===== config.mk =====
export PLATFORM = sky130hd
export DESIGN_NAME = type_stage_cfg_loader
export DESIGN_NICKNAME = d
export VERILOG_FILES = /design/src/rtl/type_stage_cfg_loader.sv
export SDC_FILE = /design/constraint.sdc
export NUM_CORES = 1
export LEC_CHECK = 0
export ABC_AREA = 1
export CAP_MARGIN = 20
export CORE_ASPECT_RATIO = 1.2
export CORE_UTILIZATION = 45
export DETAILED_ROUTE_END_ITERATION = 16
export DONT_BUFFER_PORTS = 1
export GPL_TIMING_DRIVEN = 0
export HOLD_SLACK_MARGIN = 0.06
export PLACE_DENSITY = 0.64
export SYNTH_ARGS = -nofsm -noshare
export SYNTH_HDL_FRONTEND = slang
export SYNTH_SLANG_ARGS = --single-unit

===== constraint.sdc =====
create_clock -name clk -period 6.6 [get_ports clk]
set_input_delay 1.32 -clock clk [delete_from_list [all_inputs] [get_ports clk]]
set_output_delay 1.32 -clock clk [all_outputs]
set_load 0.005 [all_outputs]

===== src/rtl/type_stage_cfg_loader.sv =====
// Double-buffered configuration loader for a cascade of 2x2 switching stages.
// Stage words are streamed into a shadow bank one stage at a time. The shadow
// bank is copied to the active bank (switch_set) only on a frame boundary, so
// the datapath never sees a partially updated configuration.
module type_stage_cfg_loader #(
  parameter int SIZE       = 32,
  parameter int SWITCH_NUM = SIZE / 2,
  parameter int STAGES     = 9
) (
  input  logic                                  clk,
  input  logic                                  rst_n,
  input  logic                                  cfg_valid,
  output logic                                  cfg_ready,
  input  logic [SWITCH_NUM-1:0]                 cfg_word,
  input  logic                                  cfg_abort,
  input  logic                                  frame_start,
  output logic [STAGES-1:0][SWITCH_NUM-1:0]     switch_set,
  output logic                                  cfg_active,
  output logic                                  commit_pulse,
  output logic [$clog2(STAGES+1)-1:0]           load_cnt
);

  localparam int unsigned CNT_W = $clog2(STAGES + 1);
  localparam logic [CNT_W-1:0] LAST_CNT = CNT_W'(STAGES - 1);

  typedef enum logic [1:0] {
    IDLE,
    LOAD,
    PENDING
  } state_t;

  state_t state_q;
  state_t state_d;

  logic [STAGES-1:0][SWITCH_NUM-1:0] shadow_q;
  logic                              accept;
  logic                              do_commit;
  logic                              do_clear;

  // Next-state, handshake and commit/clear decisions.
  // rst_n is active-high here; cfg_ready is forced low for the whole reset.
  always_comb begin
    state_d   = state_q;
    cfg_ready = 1'b0;
    accept    = 1'b0;
    do_commit = 1'b0;
    do_clear  = 1'b0;

    cfg_ready = !rst_n && (state_q != PENDING) && !cfg_abort;
    accept    = cfg_valid && cfg_ready;

    case (state_q)
      IDLE: begin
        // Abort in IDLE already blocks acceptance via cfg_ready.
        if (accept) begin
          state_d = (load_cnt == LAST_CNT) ? PENDING : LOAD;
        end
      end
      LOAD: begin
        if (cfg_abort) begin
          state_d  = IDLE;
          do_clear = 1'b1;
        end else if (accept && (load_cnt == LAST_CNT)) begin
          state_d = PENDING;
        end
      end
      PENDING: begin
        // Abort has priority over a coincident frame boundary.
        if (cfg_abort) begin
          state_d  = IDLE;
          do_clear = 1'b1;
        end else if (frame_start) begin
          state_d   = IDLE;
          do_clear  = 1'b1;
          do_commit = 1'b1;
        end
      end
      default: begin
        state_d = IDLE;
      end
    endcase
  end

  // Shadow bank: accepted word lands in the entry selected by load_cnt; never reset.
  always_ff @(posedge clk) begin
    if (accept) begin
      for (int unsigned s = 0; s < STAGES; s++) begin
        if (load_cnt == CNT_W'(s)) begin
          shadow_q[s] <= cfg_word;
        end
      end
    end
  end

  // Control state, word counter and the active bank driving the switches.
  always_ff @(posedge clk or posedge rst_n) begin
    if (rst_n) begin
      state_q      <= IDLE;
      load_cnt     <= '0;
      commit_pulse <= 1'b0;
      cfg_active   <= 1'b0;
      switch_set   <= '0;
    end else begin
      state_q      <= state_d;
      commit_pulse <= do_commit;
      if (do_clear) begin
        load_cnt <= '0;
      end else if (accept) begin
        load_cnt <= load_cnt + CNT_W'(1);
      end
      if (do_commit) begin
        switch_set <= shadow_q;
        cfg_active <= 1'b1;
      end
    end
  end

endmodule


==> impl_metrics.json, run 1 <==
{
  "result_of_the_run": "completed",
  "clock_skew_ns": 0.0244,
  "maxClockFrequency_mhz": 305,
  "synth_seq_cells": 296,
  "floorplan.die_area_sq_um": 23500,
  "place_worst_setup_slack_ns": 2.69,
  "number_of_antenna_violations_at_the_first_check_in_global_routing": 0,
  "design.final.nets": 902,
  "drc_errors_left": 0,
  "yosys.area.top_type_share_pct": 41.9,
  "syn-mean-instance-area_sq_um": 12.4,
  "maximum_vdd_drop_uv": 229,
  "hold_slack_ns": 0.436,
  "slew_at_the_pin_closest_to_its_max_slew_limit_ns": 0.929,
  "synth.most_common_cell": "sky130_fd_sc_hd__nand2_1",
  "worstPathArrival_ns": 3.50,
  "floorplan.rows": 60,
  "num_antenna_cells": 0,
  "grt_pass1_vias": 5908,
  "synth_area_leaders": "sky130_fd_sc_hd__edfxtp_1, sky130_fd_sc_hd__dfrtp_1, sky130_fd_sc_hd__nand2_1",
  "ctsHoldBuffers": 0,
  "crit_path_end_kind": "flop",
  "core-area_sq_um": 22400,
  "final_min_period_over_clock_period_pct": 49.7,
  "finalSetupTns_ns": 0,
  "cts_num_sinks": 296,
  "route.detailed.vias_per_inst": 4.94,
  "synth_edf_count": 144,
  "area_delta_synth_final_pct": 14.2,
  "ioPinCount": 172,
  "totalWireLength_microns": 23300,
  "place.port_buffers": 0,
  "seq_area_frac_synth_pct": 78.8,
  "synth-warning-count": 0,
  "finalWorstPathRequiredPeriod_ns": 3.28,
  "groute.usage.overall_pct": 20.5,
  "top_fanout_value_on_the_critical_path": 29,
  "largest_net_degree_at_the_start_of_global_routing": 40,
  "crit_path_start_kind": "input pin",
  "worstSetupPathType": "input pin to flop",
  "final-setup-viol-count": 0,
  "number_of_h_tree_levels": 1,
  "hold_wc_path_type": "flop to flop",
  "timing.critical_path.required_ns": 6.82,
  "finalMaxSlewViolations": 0,
  "cts_resized": 0,
  "max_cap_violations": 0,
  "post-route-util_pct": 52.5,
  "cts_max_path_buffers": 3,
  "report.power.total_mw": 5.01,
  "postCtsSetupRepairBufs": 0,
  "hold_viol": 0,
  "power_density_over_the_cells_nw_per_um2": 425,
  "mappedNetlistNets": 860,
  "post_synth_most_frequent_cells": "sky130_fd_sc_hd__nand2_1, sky130_fd_sc_hd__dfrtp_1, sky130_fd_sc_hd__edfxtp_1",
  "overflow": 0,
  "synth_top_flop_cell": "sky130_fd_sc_hd__dfrtp_1",
  "numCtsBuffers": 28,
  "die_w_microns": 140,
  "syn_inst": 832,
  "initial_core_util_pct": 46.0,
  "die_height_microns": 168,
  "synth_async_sr_flop_share_pct": 51.4,
  "clk_latency_worst_skew_pair_ns": 0.53,
  "drt-pass1-iter-count": 4,
  "synth.lib_cells_used.distinct": 18,
  "drt-initial-drc-count": 309,
  "power.leakage_nw": 5.28,
  "drive_gt1_share_pct": 9.71,
  "grt_first_pass_wirelength_microns": 35800,
  "post_drt_wl_per_cell_microns": 19.9,
  "finalWorstSetupSlack_ns": 3.32,
  "clock-root-buffer": "sky130_fd_sc_hd__clkbuf_16",
  "mappedNetlistArea_sq_um": 10300,
  "cts.reportedPaths.clkPinSlew_ns": 0.06,
  "gpl.final_weighted_congestion": 0.799,
  "timing.max_slew.rel_slack_pct": 38.0,
  "drtAntennaViolNets": 0,
  "synth_largest_area_cell": "sky130_fd_sc_hd__edfxtp_1",
  "grt_setup_unrepaired": "no",
  "clock_tree_from_tritoncts": "done",
  "post-dp-hpwl_microns": 15700,
  "detailroute.via_count": 5799
}
critical path, stage by stage:
cell                         delay, ns
sky130_fd_sc_hd__clkinvlp_4       0.45
sky130_fd_sc_hd__buf_12           0.29
sky130_fd_sc_hd__nand3_1          0.24
sky130_fd_sc_hd__buf_2            0.28
sky130_fd_sc_hd__nor3_2           0.65
sky130_fd_sc_hd__buf_6            0.25
metrics by stage:
stage,cell area (sq um),cells
floorplan,10300,832
global placement,10700,1111
detailed placement,10900,1123
CTS,11800,1175
global route,11800,1175
finish,11800,1175
where the power goes:
group | switching (mW) | internal [mW] | leakage (nW)
registers | 0.403 | 2.39 | 3.22
logic | 0.380 | 0.253 | 1.62
clock network | 0.652 | 0.926 | 0.440
total | 1.43 | 3.57 | 5.28
state kept, by name, summed over array words and instances (netlist names):
register	cells
cfg_active	1
switch_set	144
shadow_q	144
load_cnt	4
state_q	2
commit_pulse	1
cell type report:
| type | instances | area (sq um) |
|---|---|---|
| Buffer | 32 | 194 |
| Clock buffer | 49 | 871 |
| Clock inverter | 3 | 37.5 |
| Fill cell | 1898 | 10700 |
| Inverter | 16 | 63.8 |
| Multi-Input combinational cell | 488 | 1970 |
| Sequential cell | 296 | 8130 |
| Tap cell | 279 | 349 |
| Timing Repair Buffer | 12 | 170 |
worst paths after layout:
check | start | to | slack, ns | depth (start not counted)
max | rst_n | shadow_q[46] | 3.32 | 6
max reg2reg | state_q[0] | shadow_q[46] | 4.08 | 7
min | shadow_q[51] | switch_set[51] | 0.44 | 2
min in group asynchronous | rst_n | switch_set[136] | 0.77 | 1
min reg2reg | shadow_q[51] | switch_set[51] | 0.44 | 2
max in group asynchronous | rst_n | switch_set[19] | 4.98 | 3
kinds of logic (layout without fill, tap and decap cells):
| kind of cell | Yosys count | count (layout) | synth area share (%) |
|---|---|---|---|
| and+or+nand+nor | 474 | 474 | 17.5 |
| DFF | 296 | 296 | 78.8 |
| buffers and inverters | 48 | 112 | 2.46 |
| adders and majority gates | 7 | 7 | 0.849 |
| AOI/OAI and AO/OA | 7 | 7 | 0.376 |
placed cells by master, fill, tap and decap left out, types with 2 or more instances in the layout:
cell type	n
sky130_fd_sc_hd__dfrtp_1	152
sky130_fd_sc_hd__buf_12	4
sky130_fd_sc_hd__edfxtp_1	144
sky130_fd_sc_hd__nor3_1	2
sky130_fd_sc_hd__nor3_2	6
sky130_fd_sc_hd__clkinv_1	2
sky130_fd_sc_hd__clkbuf_8	7
sky130_fd_sc_hd__inv_2	2
sky130_fd_sc_hd__o21ai_0	3
sky130_fd_sc_hd__a21oi_1	2
sky130_fd_sc_hd__nand3_1	7
sky130_fd_sc_hd__clkbuf_1	20
sky130_fd_sc_hd__nor2_2	2
sky130_fd_sc_hd__buf_2	8
sky130_fd_sc_hd__nor2_1	7
sky130_fd_sc_hd__nand2_1	448
sky130_fd_sc_hd__buf_6	6
sky130_fd_sc_hd__buf_4	18
sky130_fd_sc_hd__inv_1	13
sky130_fd_sc_hd__ha_1	7
sky130_fd_sc_hd__clkbuf_16	29
layer usage:
metal | GRT usage [%] | up-vias | routed length, microns
met2 | 36.1 | 158 | 11800
met1 | 25.1 | 2861 | 9320
met5 | 0 | - | 0
li1 | - | 2747 | -
met3 | 5.20 | 33 | 1730
met4 | 5.78 | 0 | 502
Power figures use the tool's default switching activity.
==> run 2, diff against run 1 <==
clock period = 3.35 ns   (was 6.6 ns; I/O delays follow)
==> impl_metrics.json, run 2 (synthesized netlist as in run 1, its figures left out) <==
{
  "critical_path.reg2reg.startpoint": "state_q[0]",
  "die_height_microns": 168,
  "floorplan.die_area_sq_um": 23500,
  "hold_wc_path_type": "input pin to flop",
  "clock_tree_from_tritoncts": "done",
  "place.port_buffers": 0,
  "finalWorstSetupSlack_ns": 0.276,
  "grt_first_pass_wirelength_microns": 36200,
  "cts.reportedPaths.clkPinSlew_ns": 0.06,
  "drt-pass1-iter-count": 4,
  "route.detailed.vias_per_inst": 5.01,
  "clk_latency_worst_skew_pair_ns": 0.53,
  "dpl.cell_count": 1119,
  "clock_skew_ns": 0.0124,
  "critical_path.reg2reg.endpoint": "shadow_q[16]",
  "hold_viol": 0,
  "final-instance-count-excl-fill": 1173,
  "die_w_microns": 140,
  "drive_gt1_share_pct": 10.2,
  "ioPinCount": 172,
  "number_of_h_tree_levels": 1,
  "grt_pass1_vias": 5834,
  "drtAntennaViolNets": 0,
  "hold_path.startpoint": "cfg_word[7]",
  "cts_num_sinks": 296,
  "drt-initial-drc-count": 328,
  "cts_max_path_buffers": 3,
  "floorplan.rows": 60,
  "maximum_vdd_drop_uv": 500,
  "crit_path_start_kind": "input pin",
  "area_delta_synth_final_pct": 14.8,
  "largest_net_degree_at_the_start_of_global_routing": 42,
  "power.leakage_nw": 5.31,
  "postCtsSetupRepairBufs": 0,
  "finalMaxSlewViolations": 0,
  "clock-root-buffer": "sky130_fd_sc_hd__clkbuf_16",
  "fill_cell_total_of_the_finished_layout": 1877,
  "slew_at_the_pin_closest_to_its_max_slew_limit_ns": 0.930,
  "place_worst_setup_slack_ns": 0.286,
  "post-dp-hpwl_microns": 15300,
  "maxClockFrequency_mhz": 325,
  "detailroute.via_count": 5874,
  "finalWorstPathRequiredPeriod_ns": 3.07,
  "worstPathArrival_ns": 3.31,
  "gpl.final_weighted_congestion": 0.733,
  "design.final.nets": 900,
  "number_of_antenna_violations_at_the_first_check_in_global_routing": 1,
  "worst_hold_path.endpoint": "shadow_q[103]",
  "finalSetupTns_ns": 0,
  "largest_registers": "shadow_q (144), switch_set (144), load_cnt (4)",
  "overflow": 0,
  "crit_path_end_kind": "flop",
  "whs_path_depth": 0,
  "timing.max_slew.rel_slack_pct": 37.7,
  "groute.usage.overall_pct": 20.9,
  "final_min_period_over_clock_period_pct": 91.8,
  "rr_worst_depth": 7,
  "mostFrequentLayoutCells": "sky130_fd_sc_hd__nand2_1, sky130_fd_sc_hd__dfrtp_1, sky130_fd_sc_hd__edfxtp_1",
  "result_of_the_run": "completed",
  "initial_core_util_pct": 46.0,
  "post_drt_wl_per_cell_microns": 20.4,
  "top_fanout_value_on_the_critical_path": 21,
  "final_common_cell": "sky130_fd_sc_hd__nand2_1",
  "worst_reg2reg_setup_slack_ns": 0.83,
  "num_antenna_cells": 0,
  "worstSetupPathType": "input pin to flop",
  "totalWireLength_microns": 23900,
  "numCtsBuffers": 29,
  "grt_setup_unrepaired": "no",
  "core-area_sq_um": 22400,
  "timing.critical_path.required_ns": 3.59,
  "max_cap_violations": 0,
  "power_density_over_the_cells_nw_per_um2": 849,
  "final-setup-viol-count": 0,
  "drc_errors_left": 0
}
==> run 2: changes by cell type in the layout (fill, tap and decap cells not counted), sizes merged <==
cell	delta
clkinv	+9
clkbuf	-11
dlygate4sd3	+1
bufinv	+3
buf	-4
==> run 2: stage by stage <==
step	util, %	power (mW)	hold WS [ns]	cell area [sq um]
5_1_grt	52.7	10.6	0.208	11800
3_3_place_gp	47.8	6.77	0.422	10700
3_5_place_dp	48.4	6.87	0.424	10900
6_report	52.7	10.0	0.230	11800
2_1_floorplan	-	6.31	0.418	10400
4_1_cts	52.7	10.1	0.211	11800
==> run 2: metal layers <==
layer  GRT usage, %  vias up  wire length (microns)
li1               -     2747                      -
met1           26.7     2889                   9520
met2           35.8      208                  11900
met3           5.32       30                   2030
met4           5.40        0                    413
met5              0        -                      0
==> run 2: worst max path at each step <==
| stage | startpoint | to | slack [ns] | cells past startpoint |
|---|---|---|---|---|
| floorplan | rst_n | shadow_q[112] | -0.79 | 5 |
| global placement | rst_n | shadow_q[41] | -2.29 | 4 |
| detailed placement | rst_n | shadow_q[18] | 0.29 | 6 |
| CTS | rst_n | shadow_q[16] | 0.22 | 7 |
| global route | rst_n | shadow_q[16] | 0.1 | 7 |
| finish | rst_n | shadow_q[16] | 0.28 | 7 |
==> run 2: report_power, final <==
part,internal (mW),leakage (nW),switching (mW),total [mW]
Combinational,0.500,1.61,0.768,1.27
Clock,1.95,0.474,1.31,3.26
Sequential,4.72,3.22,0.802,5.52
Total,7.17,5.31,2.88,10.0
==> run 2: area by class of cell <==
class / count / area [sq um] / area share (%)
multi-input cells: 488 / 2010 / 16.9
plain buffers: 32 / 200 / 1.69
clock inverters: 15 / 169 / 1.43
repair buffers: 9 / 135 / 1.14
inverters: 16 / 63.8 / 0.539
well taps: 279 / 349 / 2.95
flip-flops and latches: 296 / 8130 / 68.6
clock buffers: 38 / 790 / 6.67
==> run 2: what timing repair did <==
action	4_1_cts	5_1_grt
gates resized for setup	0	0
endpoints found under the hold margin	6	0
hold buffers	1	0
endpoints found under the setup margin	0	0
==> run 2: worst max-delay path: stages <==
cell	delay, ns
sky130_fd_sc_hd__dlygate4sd3_1	0.57
sky130_fd_sc_hd__clkinvlp_4	0.38
sky130_fd_sc_hd__buf_12	0.25
sky130_fd_sc_hd__nand3_1	0.24
sky130_fd_sc_hd__buf_6	0.24
sky130_fd_sc_hd__nor3_2	0.71
sky130_fd_sc_hd__buf_6	0.24
